===== src/rtl/ahb_host_mailbox_pkg.sv =====
// Shared definitions for ahb_host_mailbox: register offsets, STATUS bit layout,
// AHB encodings and the data-phase FSM states.
package ahb_host_mailbox_pkg;

    localparam logic [31:0] OFF_TOHOST   = 32'h00;
    localparam logic [31:0] OFF_FROMHOST = 32'h04;
    localparam logic [31:0] OFF_STATUS   = 32'h08;
    localparam logic [31:0] OFF_SIG_BGN  = 32'h0C;
    localparam logic [31:0] OFF_SIG_END  = 32'h10;

    localparam int unsigned STAT_DONE          = 0;
    localparam int unsigned STAT_PASS          = 1;
    localparam int unsigned STAT_TOHOST_VALID  = 2;
    localparam int unsigned STAT_FROMHOST_FULL = 3;
    localparam int unsigned STAT_IRQ           = 4;

    localparam logic [1:0] HTRANS_NONSEQ = 2'b10;
    localparam logic [1:0] HTRANS_SEQ    = 2'b11;
    localparam logic [2:0] HSIZE_WORD    = 3'b010;
    localparam logic       HRESP_OKAY    = 1'b0;
    localparam logic       HRESP_ERROR   = 1'b1;

    typedef enum logic [2:0] {
        ST_IDLE,
        ST_ACCESS,
        ST_WAIT,
        ST_ERR1,
        ST_ERR2
    } state_e;

endpackage


===== src/rtl/ahb_host_mailbox_regs.sv =====
// Mailbox register file: TOHOST handshake, sticky done/pass, FROMHOST, signature range.
// Defining HOST_MAILBOX_IRQ_EN adds the registered FROMHOST-nonempty interrupt (STATUS[4]).
module ahb_host_mailbox_regs
    import ahb_host_mailbox_pkg::*;
#(
    parameter int unsigned ADDR_BITS     = 5,
    parameter logic [31:0] SIG_RESET_BGN = 32'h0,
    parameter logic [31:0] SIG_RESET_END = 32'h0
) (
    input  logic                 clk,
    input  logic                 rst_n,
    input  logic                 wr_en_i,
    input  logic [ADDR_BITS-1:0] addr_i,
    input  logic [31:0]          wdata_i,
    output logic [31:0]          rdata_o,
    input  logic                 tohost_ready_i,
    output logic                 tohost_valid_o,
    output logic [31:0]          tohost_data_o,
    input  logic                 fromhost_valid_i,
    input  logic [31:0]          fromhost_in_i,
    output logic                 fromhost_ready_o,
    output logic                 test_done_o,
    output logic                 test_pass_o,
    output logic [31:0]          sig_bgn_o,
    output logic [31:0]          sig_end_o
`ifdef HOST_MAILBOX_IRQ_EN
    ,
    output logic                 irq_o
`endif
);

    localparam logic [ADDR_BITS-1:0] A_TOHOST   = ADDR_BITS'(OFF_TOHOST);
    localparam logic [ADDR_BITS-1:0] A_FROMHOST = ADDR_BITS'(OFF_FROMHOST);
    localparam logic [ADDR_BITS-1:0] A_STATUS   = ADDR_BITS'(OFF_STATUS);
    localparam logic [ADDR_BITS-1:0] A_SIG_BGN  = ADDR_BITS'(OFF_SIG_BGN);
    localparam logic [ADDR_BITS-1:0] A_SIG_END  = ADDR_BITS'(OFF_SIG_END);

    logic        tohost_valid_q, tohost_valid_d;
    logic [31:0] tohost_q, tohost_d;
    logic [31:0] fromhost_q, fromhost_d;
    logic [31:0] sig_bgn_q, sig_bgn_d;
    logic [31:0] sig_end_q, sig_end_d;
    logic        done_q, done_d;
    logic        pass_q, pass_d;
    logic        irq_q;
    logic [31:0] status;

    always_comb begin
        tohost_valid_d = tohost_valid_q;
        tohost_d       = tohost_q;
        fromhost_d     = fromhost_q;
        sig_bgn_d      = sig_bgn_q;
        sig_end_d      = sig_end_q;
        done_d         = done_q;
        pass_d         = pass_q;
        if (tohost_valid_q && tohost_ready_i) tohost_valid_d = 1'b0;
        if (fromhost_valid_i && fromhost_q == '0) fromhost_d = fromhost_in_i;
        // CPU writes come last so they override a same-cycle handshake or host load.
        if (wr_en_i) begin
            case (addr_i)
                A_TOHOST: begin
                    tohost_d       = wdata_i;
                    tohost_valid_d = 1'b1;
                    if (wdata_i[0] && !done_q) begin
                        done_d = 1'b1;
                        pass_d = (wdata_i == 32'h1);
                    end
                end
                A_FROMHOST: fromhost_d = wdata_i;
                A_SIG_BGN:  sig_bgn_d  = wdata_i;
                A_SIG_END:  sig_end_d  = wdata_i;
                default: ;
            endcase
        end
    end

    always_ff @(posedge clk or negedge rst_n) begin
        if (!rst_n) begin
            tohost_valid_q <= 1'b0;
            tohost_q       <= '0;
            fromhost_q     <= '0;
            sig_bgn_q      <= SIG_RESET_BGN;
            sig_end_q      <= SIG_RESET_END;
            done_q         <= 1'b0;
            pass_q         <= 1'b0;
        end else begin
            tohost_valid_q <= tohost_valid_d;
            tohost_q       <= tohost_d;
            fromhost_q     <= fromhost_d;
            sig_bgn_q      <= sig_bgn_d;
            sig_end_q      <= sig_end_d;
            done_q         <= done_d;
            pass_q         <= pass_d;
        end
    end

`ifdef HOST_MAILBOX_IRQ_EN
    always_ff @(posedge clk or negedge rst_n) begin
        if (!rst_n) irq_q <= 1'b0;
        else        irq_q <= (fromhost_q != '0);
    end
    assign irq_o = irq_q;
`else
    assign irq_q = 1'b0;
`endif

    always_comb begin
        status                     = '0;
        status[STAT_DONE]          = done_q;
        status[STAT_PASS]          = pass_q;
        status[STAT_TOHOST_VALID]  = tohost_valid_q;
        status[STAT_FROMHOST_FULL] = (fromhost_q != '0);
        status[STAT_IRQ]           = irq_q;
        rdata_o = '0;
        case (addr_i)
            A_TOHOST:   rdata_o = tohost_q;
            A_FROMHOST: rdata_o = fromhost_q;
            A_STATUS:   rdata_o = status;
            A_SIG_BGN:  rdata_o = sig_bgn_q;
            A_SIG_END:  rdata_o = sig_end_q;
            default:    rdata_o = '0;
        endcase
    end

    assign tohost_valid_o   = tohost_valid_q;
    assign tohost_data_o    = tohost_q;
    assign fromhost_ready_o = (fromhost_q == '0);
    assign test_done_o      = done_q;
    assign test_pass_o      = pass_q;
    assign sig_bgn_o        = sig_bgn_q;
    assign sig_end_o        = sig_end_q;

endmodule


===== src/rtl/ahb_host_mailbox.sv =====
// AHB-Lite tohost/fromhost mailbox slave: address capture and data-phase FSM.
// Defining HOST_MAILBOX_IRQ_EN adds the IRQ_FROMHOST output.
module ahb_host_mailbox
    import ahb_host_mailbox_pkg::*;
#(
    parameter int unsigned ADDR_BITS     = 5,
    parameter logic [31:0] SIG_RESET_BGN = 32'h0,
    parameter logic [31:0] SIG_RESET_END = 32'h0
) (
    input  logic        CLK,
    input  logic        RES_N,
    input  logic        S_HSEL,
    input  logic [1:0]  S_HTRANS,
    input  logic        S_HWRITE,
    input  logic [2:0]  S_HSIZE,
    input  logic [31:0] S_HADDR,
    input  logic [31:0] S_HWDATA,
    input  logic        S_HREADY,
    output logic        S_HREADYOUT,
    output logic [31:0] S_HRDATA,
    output logic        S_HRESP,
    output logic        TOHOST_VALID,
    input  logic        TOHOST_READY,
    output logic [31:0] TOHOST_DATA,
    input  logic        FROMHOST_VALID,
    output logic        FROMHOST_READY,
    input  logic [31:0] FROMHOST_IN,
    output logic        TEST_DONE,
    output logic        TEST_PASS,
    output logic [31:0] SIG_BGN_OUT,
    output logic [31:0] SIG_END_OUT
`ifdef HOST_MAILBOX_IRQ_EN
    ,
    output logic        IRQ_FROMHOST
`endif
);

    state_e               state_q, state_d;
    logic [ADDR_BITS-1:0] addr_q;
    logic                 write_q;
    logic [2:0]           size_q;
    logic                 capture, stall, wr_en, rd_en;
    logic [31:0]          rd_data;
    logic                 unused_haddr;

    assign unused_haddr = ^S_HADDR[31:ADDR_BITS];

    // Pipelined address phases are only taken while this slave is not stalling.
    assign capture = S_HSEL && (S_HTRANS inside {HTRANS_NONSEQ, HTRANS_SEQ})
                     && S_HREADY && S_HREADYOUT;
    assign stall   = write_q && (addr_q == ADDR_BITS'(OFF_TOHOST))
                     && TOHOST_VALID && !TOHOST_READY;

    // NOTE: clocked state uses non-blocking assignments so every flop sees pre-edge values.
    always_ff @(posedge CLK or negedge RES_N) begin
        if (!RES_N) state_q <= ST_IDLE;
        else        state_q <= state_d;
    end

    always_ff @(posedge CLK or negedge RES_N) begin
        if (!RES_N) begin
            addr_q  <= '0;
            write_q <= 1'b0;
            size_q  <= '0;
        end else if (capture) begin
            addr_q  <= S_HADDR[ADDR_BITS-1:0];
            write_q <= S_HWRITE;
            size_q  <= S_HSIZE;
        end
    end

    // NOTE: assign a default before the case so no path leaves state_d unassigned (no latch).
    always_comb begin
        state_d = state_q;
        case (state_q)
            ST_IDLE:   state_d = capture ? ST_ACCESS : ST_IDLE;
            ST_ACCESS: begin
                if (size_q != HSIZE_WORD) state_d = ST_ERR1;
                else if (stall)           state_d = ST_WAIT;
                else                      state_d = capture ? ST_ACCESS : ST_IDLE;
            end
            ST_WAIT:   if (TOHOST_READY) state_d = capture ? ST_ACCESS : ST_IDLE;
            ST_ERR1:   state_d = ST_ERR2;
            ST_ERR2:   state_d = capture ? ST_ACCESS : ST_IDLE;
            default:   state_d = ST_IDLE;
        endcase
    end

    always_comb begin
        S_HREADYOUT = 1'b1;
        S_HRESP     = HRESP_OKAY;
        wr_en       = 1'b0;
        rd_en       = 1'b0;
        case (state_q)
            ST_ACCESS: begin
                if (size_q != HSIZE_WORD || stall) begin
                    S_HREADYOUT = 1'b0;
                end else begin
                    wr_en = write_q;
                    rd_en = !write_q;
                end
            end
            ST_WAIT: begin
                S_HREADYOUT = TOHOST_READY;
                wr_en       = TOHOST_READY;
            end
            ST_ERR1: begin
                S_HREADYOUT = 1'b0;
                S_HRESP     = HRESP_ERROR;
            end
            ST_ERR2: S_HRESP = HRESP_ERROR;
            default: ;
        endcase
    end

    assign S_HRDATA = rd_en ? rd_data : '0;

    ahb_host_mailbox_regs #(
        .ADDR_BITS     (ADDR_BITS),
        .SIG_RESET_BGN (SIG_RESET_BGN),
        .SIG_RESET_END (SIG_RESET_END)
    ) u_regs (
        .clk              (CLK),
        .rst_n            (RES_N),
        .wr_en_i          (wr_en),
        .addr_i           (addr_q),
        .wdata_i          (S_HWDATA),
        .rdata_o          (rd_data),
        .tohost_ready_i   (TOHOST_READY),
        .tohost_valid_o   (TOHOST_VALID),
        .tohost_data_o    (TOHOST_DATA),
        .fromhost_valid_i (FROMHOST_VALID),
        .fromhost_in_i    (FROMHOST_IN),
        .fromhost_ready_o (FROMHOST_READY),
        .test_done_o      (TEST_DONE),
        .test_pass_o      (TEST_PASS),
        .sig_bgn_o        (SIG_BGN_OUT),
        .sig_end_o        (SIG_END_OUT)
`ifdef HOST_MAILBOX_IRQ_EN
        ,
        .irq_o            (IRQ_FROMHOST)
`endif
    );

endmodule


===== config.mk =====
export PLATFORM = sky130hd
export DESIGN_NAME = ahb_host_mailbox
export DESIGN_NICKNAME = d
export VERILOG_FILES = /design/src/rtl/ahb_host_mailbox_pkg.sv /design/src/rtl/ahb_host_mailbox_regs.sv /design/src/rtl/ahb_host_mailbox.sv
export SDC_FILE = /design/constraint.sdc
export NUM_CORES = 1
export LEC_CHECK = 0
export BUFFER_PORTS_ARGS = -buffer_cell sky130_fd_sc_hd__buf_2
export CORE_MARGIN = 3
export CORE_UTILIZATION = 45
export CTS_BUF_LIST = sky130_fd_sc_hd__clkbuf_16
export DETAILED_ROUTE_END_ITERATION = 10
export GPL_ROUTABILITY_DRIVEN = 0
export GPL_TIMING_DRIVEN = 0
export HOLD_SLACK_MARGIN = 0.15
export PLACE_DENSITY = 0.85
export REMOVE_ABC_BUFFERS = 1
export SLEW_MARGIN = 15
export SYNTH_ARGS = -nofsm -noshare
export SYNTH_HDL_FRONTEND = slang
export SYNTH_SLANG_ARGS = --single-unit
export TNS_END_PERCENT = 5

===== constraint.sdc =====
create_clock -name CLK -period 2 [get_ports CLK]
set_input_delay 0.2 -clock CLK [delete_from_list [all_inputs] [get_ports CLK]]
set_output_delay 0.2 -clock CLK [all_outputs]
set_load 0.01 [all_outputs]

==> out/results.ini, run 1 <==
[placement]
dp_hpwl_um = 12900
numPortBuffers = 213
placed_cells = 920

[job]
drv_cap = 0

[finish]
antenna_cells = 0
syn_to_final_growth_pct = 48.3
fillers = 982
fin_cells = 1065
final_nets = 978
drive_above_1_share = 0.501

[clock_network]
htree_num_levels = 4
tritoncts = built
clk_pin_slew_ns = 0.06
root_buffer = clkbuf_16
cts_buffers = 17
cts_buffer_depth = 2
clk_latency_ns = 0.42
cts.sinks = 143

[setup_path]
cp_slowest_cell = or3b_4
cp_slowest_stage_delay_ns = 0.42
critPathKind = register to primary output
required_ns = 1.80
endpoint_kind = primary output
crit_buf_inv = 3
crit_chain = or3b_4 > nor3_4 > nand4b_1 > buf_6 > buf_12 > a21oi_2 > buf_2
timing.rr.start = size_q[2]
crit_family = simple AND/OR/NAND/NOR gates
path_max_fanout = 8
r2r_cells = 7
startpoint_type = register
r2r-end = u_regs.sig_bgn_o[7]
worstPathArrival_ns = 2.21
startpoint = size_q[2]
r2r_setup_slack_ns = -0.31

[outcome]
status = finished, violations left
failed_checks = negative setup slack

[synthesis]
netlist_area_um2 = 6770
synth-simple-area-share = 0.0601
synth_seq_cells = 143
syn_inst = 554
yosysSeqAreaShare = 0.529
synth_top_family_by_area = multiplexers
yosys.area_share.xor_xnor = 0
synth.distinct_cells = 38
syn_area_per_cell_um2 = 12.2
ys.warnings.count = 0
synth-compound-area-share = 0.128
synth-adder-area-share = 0
synth_mux_area_frac = 0.233

[timing]
hold_viol_final = 0
holdWs_ns = 0.249
grt_setup_unrepaired = yes
worst_pin_slew_ns = 0.595
min_period_ns = 2.41
finalMaxSlewViolations = 0
max_freq_ghz = 0.414
worst_slack_ns = -0.414
setup_viol = 171
period_share = 1.21
slew_headroom = 0.602
clock_skew_ns = 0.0134

[global_route]
antenna_found_initial = 0
grt_overflow = 0
groute.usage.overall = 0.298
grt_pass1_wl_um = 37400
grt_max_degree = 77
grt_pass1_vias = 6759

[die]
fp.dieArea_um2 = 16500
die_y_um = 129
pin_count = 242
core-area_um2 = 14600
rows = 44
fp.dieW_um = 129
initial_core_util = 0.462

[drt]
drt-total-wl_um = 25000
wl_per_cell_um = 23.4
wl_met1_um = 9270
top_layer = met4
met2_length_um = 12800
wl_met3_um = 2130
antenna_left = 0
vias = 6329
dr.pass1.iters = 5
vias_per_cell = 5.94
drt_iter0_markers = 411
drc = 0

[min_path]
hold-path-cell-count = 4
holdPathEnd = state_q[0]
hp-start = S_HTRANS[1]
hold_path.class = input pin to register

[power_and_ir_drop]
ir_worst_vdd_mv = 0.922
power.density_nw_per_um2 = 1250
p_leak_nw = 5.12

## cell usage in the layout (no fill, tap or decap), drive strengths merged, types with 2 or more instances in the layout
cell type / synthesis / final
a21oi: 64 / 64
a222oi: 3 / 3
a22oi: 58 / 58
a31o: 2 / 2
and2: 3 / 5
and3: 3 / 5
buf: 16 / 254
clkbuf: 20 / 17
clkinv: 0 / 8
clkinvlp: 0 / 2
dfrtp: 143 / 143
dlygate4sd3: 0 / 75
inv: 33 / 36
mux2: 106 / 106
mux2i: 35 / 35
nand2: 9 / 9
nand2b: 3 / 3
nand4: 5 / 5
nand4b: 2 / 2
nor2: 12 / 12
nor2b: 4 / 4
nor3: 3 / 3
nor3b: 3 / 3
nor4: 15 / 15
o21ai: 5 / 5
## cell type report
class                           instances  area [µm²]  area share
Inverter                               33         124      0.0123
Timing Repair Buffer                  329        2420       0.241
Sequential cell                       143        3580       0.357
Tap cell                              184         230      0.0229
Multi-Input combinational cell        346        3200       0.318
Clock buffer                           17         425      0.0424
Clock inverter                         13        61.3     0.00611
## worst max path at each step
stage / to / slack [ns] / cells past startpoint
after global placement: u_regs.fromhost_q[4] / -2.83 / 5
after floorplan: u_regs.fromhost_q[0] / -0.87 / 5
final: S_HRDATA[30] / -0.41 / 7
after CTS: S_HRDATA[16] / -0.28 / 7
after global routing: S_HRDATA[30] / -0.47 / 7
after detailed placement: u_regs.fromhost_q[13] / -0.78 / 4
## power by group
| part | total [mW] | switching (mW) | internal, mW |
|---|---|---|---|
| registers | 5.31 | 1.22 | 4.09 |
| clock network | 2.69 | 1.16 | 1.52 |
| logic | 4.60 | 2.23 | 2.37 |
## registers in the layout, indices dropped and copies added (netlist names)
register / cells
u_regs.tohost_data_o: 32
u_regs.fromhost_q: 32
u_regs.sig_end_o: 32
u_regs.tohost_valid_o: 1
write_q: 1
addr_q: 5
u_regs.test_pass_o: 1
u_regs.sig_bgn_o: 32
size_q: 3
state_q: 3
u_regs.test_done_o: 1
## worst min-delay path: cells and delay by family
family	cells	cell delay, ns
simple gates	1	0.17
compound gates	2	0.15
buf+inv	1	0.10
## kinds of logic (layout without fill, tap and decap cells)
group	after synthesis	after routing
flip-flops	143	143
multiplexers	141	141
AO/OA/AOI/OAI	136	136
buffers and inverters	69	392
AND/OR/NAND/NOR	65	69
## metrics by stage
stage	worst slack, ns	area, µm²	util	total power, mW	setup TNS [ns]
6_report	-0.414	10000	0.686	12.6	-40.39
5_1_grt	-0.467	10000	0.686	13.2	-53.54
2_1_floorplan	-0.866	6550	-	6.97	-68.66
3_3_place_gp	-2.83	7850	0.536	8.41	-452.52
3_5_place_dp	-0.777	7940	0.542	8.59	-92.67
4_1_cts	-0.277	9860	0.673	12.2	-26.22
## Yosys cell counts, drive strengths merged
master / instances / area share
buf: 16 / 0.021
o21ai: 5 / 0.0037
dfrtp: 143 / 0.53
a22oi: 58 / 0.064
and3: 3 / 0.0028
nand3: 1 / 0.00074
a31o: 2 / 0.0039
a211o: 1 / 0.0013
nand4b: 2 / 0.0026
nor2: 12 / 0.0067
nor4: 15 / 0.014
inv: 33 / 0.018
a21oi: 64 / 0.047
o211ai: 1 / 0.0011
mux2: 106 / 0.18
nand4: 5 / 0.0046
nand2: 9 / 0.0087
and2: 3 / 0.0028
o31ai: 1 / 0.0011
nor3b: 3 / 0.0033
a222oi: 3 / 0.0044
mux2i: 35 / 0.052
nand2b: 3 / 0.0028
a21o: 1 / 0.0011
nor3: 3 / 0.0046
nor4b: 1 / 0.0013
or3b: 1 / 0.0017
clkbuf: 20 / 0.011
nor2b: 4 / 0.0037
## per-layer routing
layer | vias up | track usage
met5 | - | 0
met4 | 0 | 0.116
met3 | 66 | 0.0801
met2 | 388 | 0.526
met1 | 3181 | 0.344
li1 | 2694 | -
## repair_timing
action | in CTS | in global routing
gates resized for setup | 59 | 27
pin swaps | 15 | 8
hold endpoints to repair | 207 | 0
gates cloned | 5 | 0
hold buffers | 75 | 0
setup endpoints to repair | 173 | 173
setup buffers | 30 | 5
Note: power is estimated with default switching activity, not from simulation.
==> run 2: changes to the inputs <==
--- a/config.mk
+++ b/config.mk
@@ -8,13 +8,14 @@
 export BUFFER_PORTS_ARGS = -buffer_cell sky130_fd_sc_hd__buf_2
 export CORE_MARGIN = 3
 export CORE_UTILIZATION = 45
-export CTS_BUF_LIST = sky130_fd_sc_hd__clkbuf_16
 export DETAILED_ROUTE_END_ITERATION = 10
 export GPL_ROUTABILITY_DRIVEN = 0
 export GPL_TIMING_DRIVEN = 0
 export HOLD_SLACK_MARGIN = 0.15
 export PLACE_DENSITY = 0.85
 export REMOVE_ABC_BUFFERS = 1
+export SETUP_SLACK_MARGIN = 0.02
+export SKIP_LAST_GASP = 1
 export SLEW_MARGIN = 15
 export SYNTH_ARGS = -nofsm -noshare
 export SYNTH_HDL_FRONTEND = slang
==> out/results.ini, run 2 (synthesized netlist as in run 1, its figures left out) <==
[outcome]
status = finished, violations left
failed_checks = negative setup slack

[global_route]
grt_max_degree = 77
grt_overflow = 0
grt_pass1_wl_um = 37200
grt_pass1_vias = 6659
antenna_found_initial = 0
groute.usage.overall = 0.296

[timing]
clock_skew_ns = 0.0113
setup_viol = 172
finalMaxSlewViolations = 0
timing.setup.tns_ns = -38.85
grt_setup_unrepaired = yes
worst_slack_ns = -0.315
worst_pin_slew_ns = 0.587
min_period_ns = 2.31
holdWs_ns = 0.244
hold_viol_final = 0
slew_headroom = 0.609
max_freq_ghz = 0.432
period_share = 1.16

[power_and_ir_drop]
p_int_mw = 8.03
p_clk_frac = 0.231
power.density_nw_per_um2 = 1260
p_comb_frac = 0.353
seq_power_share = 0.417
p_leak_nw = 5.08
p_sw_mw = 4.47
ir_worst_vdd_mv = 0.854
p_sw_frac = 0.358

[clock_network]
cts.sinks = 143
htree_num_levels = 4
clk_latency_ns = 0.42
cts_buffers = 17
clk_pin_slew_ns = 0.06
cts_buffer_depth = 2
tritoncts = built
root_buffer = clkbuf_16

[drt]
antenna_left = 0
vias = 6304
drc = 0
wl_per_cell_um = 23.1
drt-total-wl_um = 24600
dr.pass1.iters = 5
drt_iter0_markers = 449
vias_per_cell = 5.94

[min_path]
hp-start = S_HTRANS[1]
hold-path-cell-count = 4
hold_path.class = input pin to register

[placement]
numPortBuffers = 213
placed_cells = 920
dp_hpwl_um = 12900

[finish]
fin_util = 0.677
syn_to_final_growth_pct = 46.4
fin_cells = 1062
final_cell_mix = 210 x buf_2, 140 x dfrtp_1, 94 x mux2_2
final_nets = 975
layout_commonest_cell = buf_2
antenna_cells = 0
drive_above_1_share = 0.484

[setup_path]
cp_slowest_stage_delay_ns = 0.42
critPathKind = register to primary output
crit_family = simple AND/OR/NAND/NOR gates
startpoint = size_q[2]
r2r_cells = 7
startpoint_type = register
endpoint_kind = primary output
cp_slowest_cell = or3b_4
worstPathArrival_ns = 2.11
crit_buf_inv = 3
cp.depth = 7
required_ns = 1.80
timing.rr.start = size_q[2]
crit_chain = or3b_4 > nor3_4 > nand4b_1 > buf_6 > buf_16 > a21oi_1 > buf_2
path_max_fanout = 7

[die]
fp.dieArea_um2 = 16500
pin_count = 242
rows = 44
core-area_um2 = 14600
fp.dieW_um = 129
die_y_um = 129
initial_core_util = 0.462

[job]
drv_cap = 0

run 2: changes by cell type in the layout (fill, tap and decap cells not counted), moves of 3 or more:
| cell | delta |
|---|---|
| a21oi_1 | +10 |
| a21oi_2 | -10 |
| buf_6 | -3 |
| clkbuf_1 | +3 |
| clkbuf_8 | +4 |
| clkinv_1 | -4 |
| inv_1 | -3 |
| nor4_1 | +5 |
| nor4_4 | -3 |
run 2: layout make-up:
cell class                 count  area (µm²)
fill                         999        4730
sequential                   143        3580
multi-input combinational    346        3090
timing repair buffer         326        2360
clock buffer                  24         492
tap                          184         230
inverter                      33         124
clock inverter                 6        35.0
run 2: what timing repair did:
item                                    CTS  global route
endpoints found under the setup margin  173           173
resized for setup                        41            13
hold buffers                             75             0
cloned                                    5             0
setup buffers                            30             2
hold endpoints to repair                207             0
pin swaps                                10             1
run 2: routing by layer:
layer / global-route usage / share of wire
met1: 0.348 / 0.38
met5: 0 / 0
met4: 0.107 / 0.024
met2: 0.522 / 0.51
met3: 0.0772 / 0.082
run 2: worst reg2reg max path: stages, from the launching register on:
cell	delay (ns)
dfrtp_1	0.38
or3b_4	0.42
nor3_4	0.13
buf_4	0.14
buf_4	0.11
a31o_4	0.32
nand2_8	0.27
mux2_1	0.42
run 2: power groups by stage:
stage	Combinational (mW)	Clock, mW	Sequential [mW]
after floorplan	1.70	0	5.27
after global placement	3.35	0	5.06
after detailed placement	3.47	0	5.13
after CTS	4.24	2.88	5.15
after global routing	4.73	3.01	5.37
final	4.41	2.88	5.21
run 2: path summary, 6_finish.rpt:
path                       slack (ns)                     to
max                             -0.31           S_HRDATA[23]
max reg2reg                     -0.30    u_regs.sig_bgn_o[7]
min in group asynchronous        0.31  u_regs.fromhost_q[19]
min reg2reg                      0.52    u_regs.sig_bgn_o[6]
min                              0.24             state_q[0]
max in group asynchronous        0.94              addr_q[2]
run 2: per-stage QoR:
step	setup WS, ns	cell area [µm²]	power, mW
finish	-0.315	9910	12.5
CTS	-0.280	9830	12.3
detailed placement	-0.777	7940	8.59
global route	-0.400	9910	13.1
floorplan	-0.866	6550	6.97
global placement	-2.83	7850	8.41
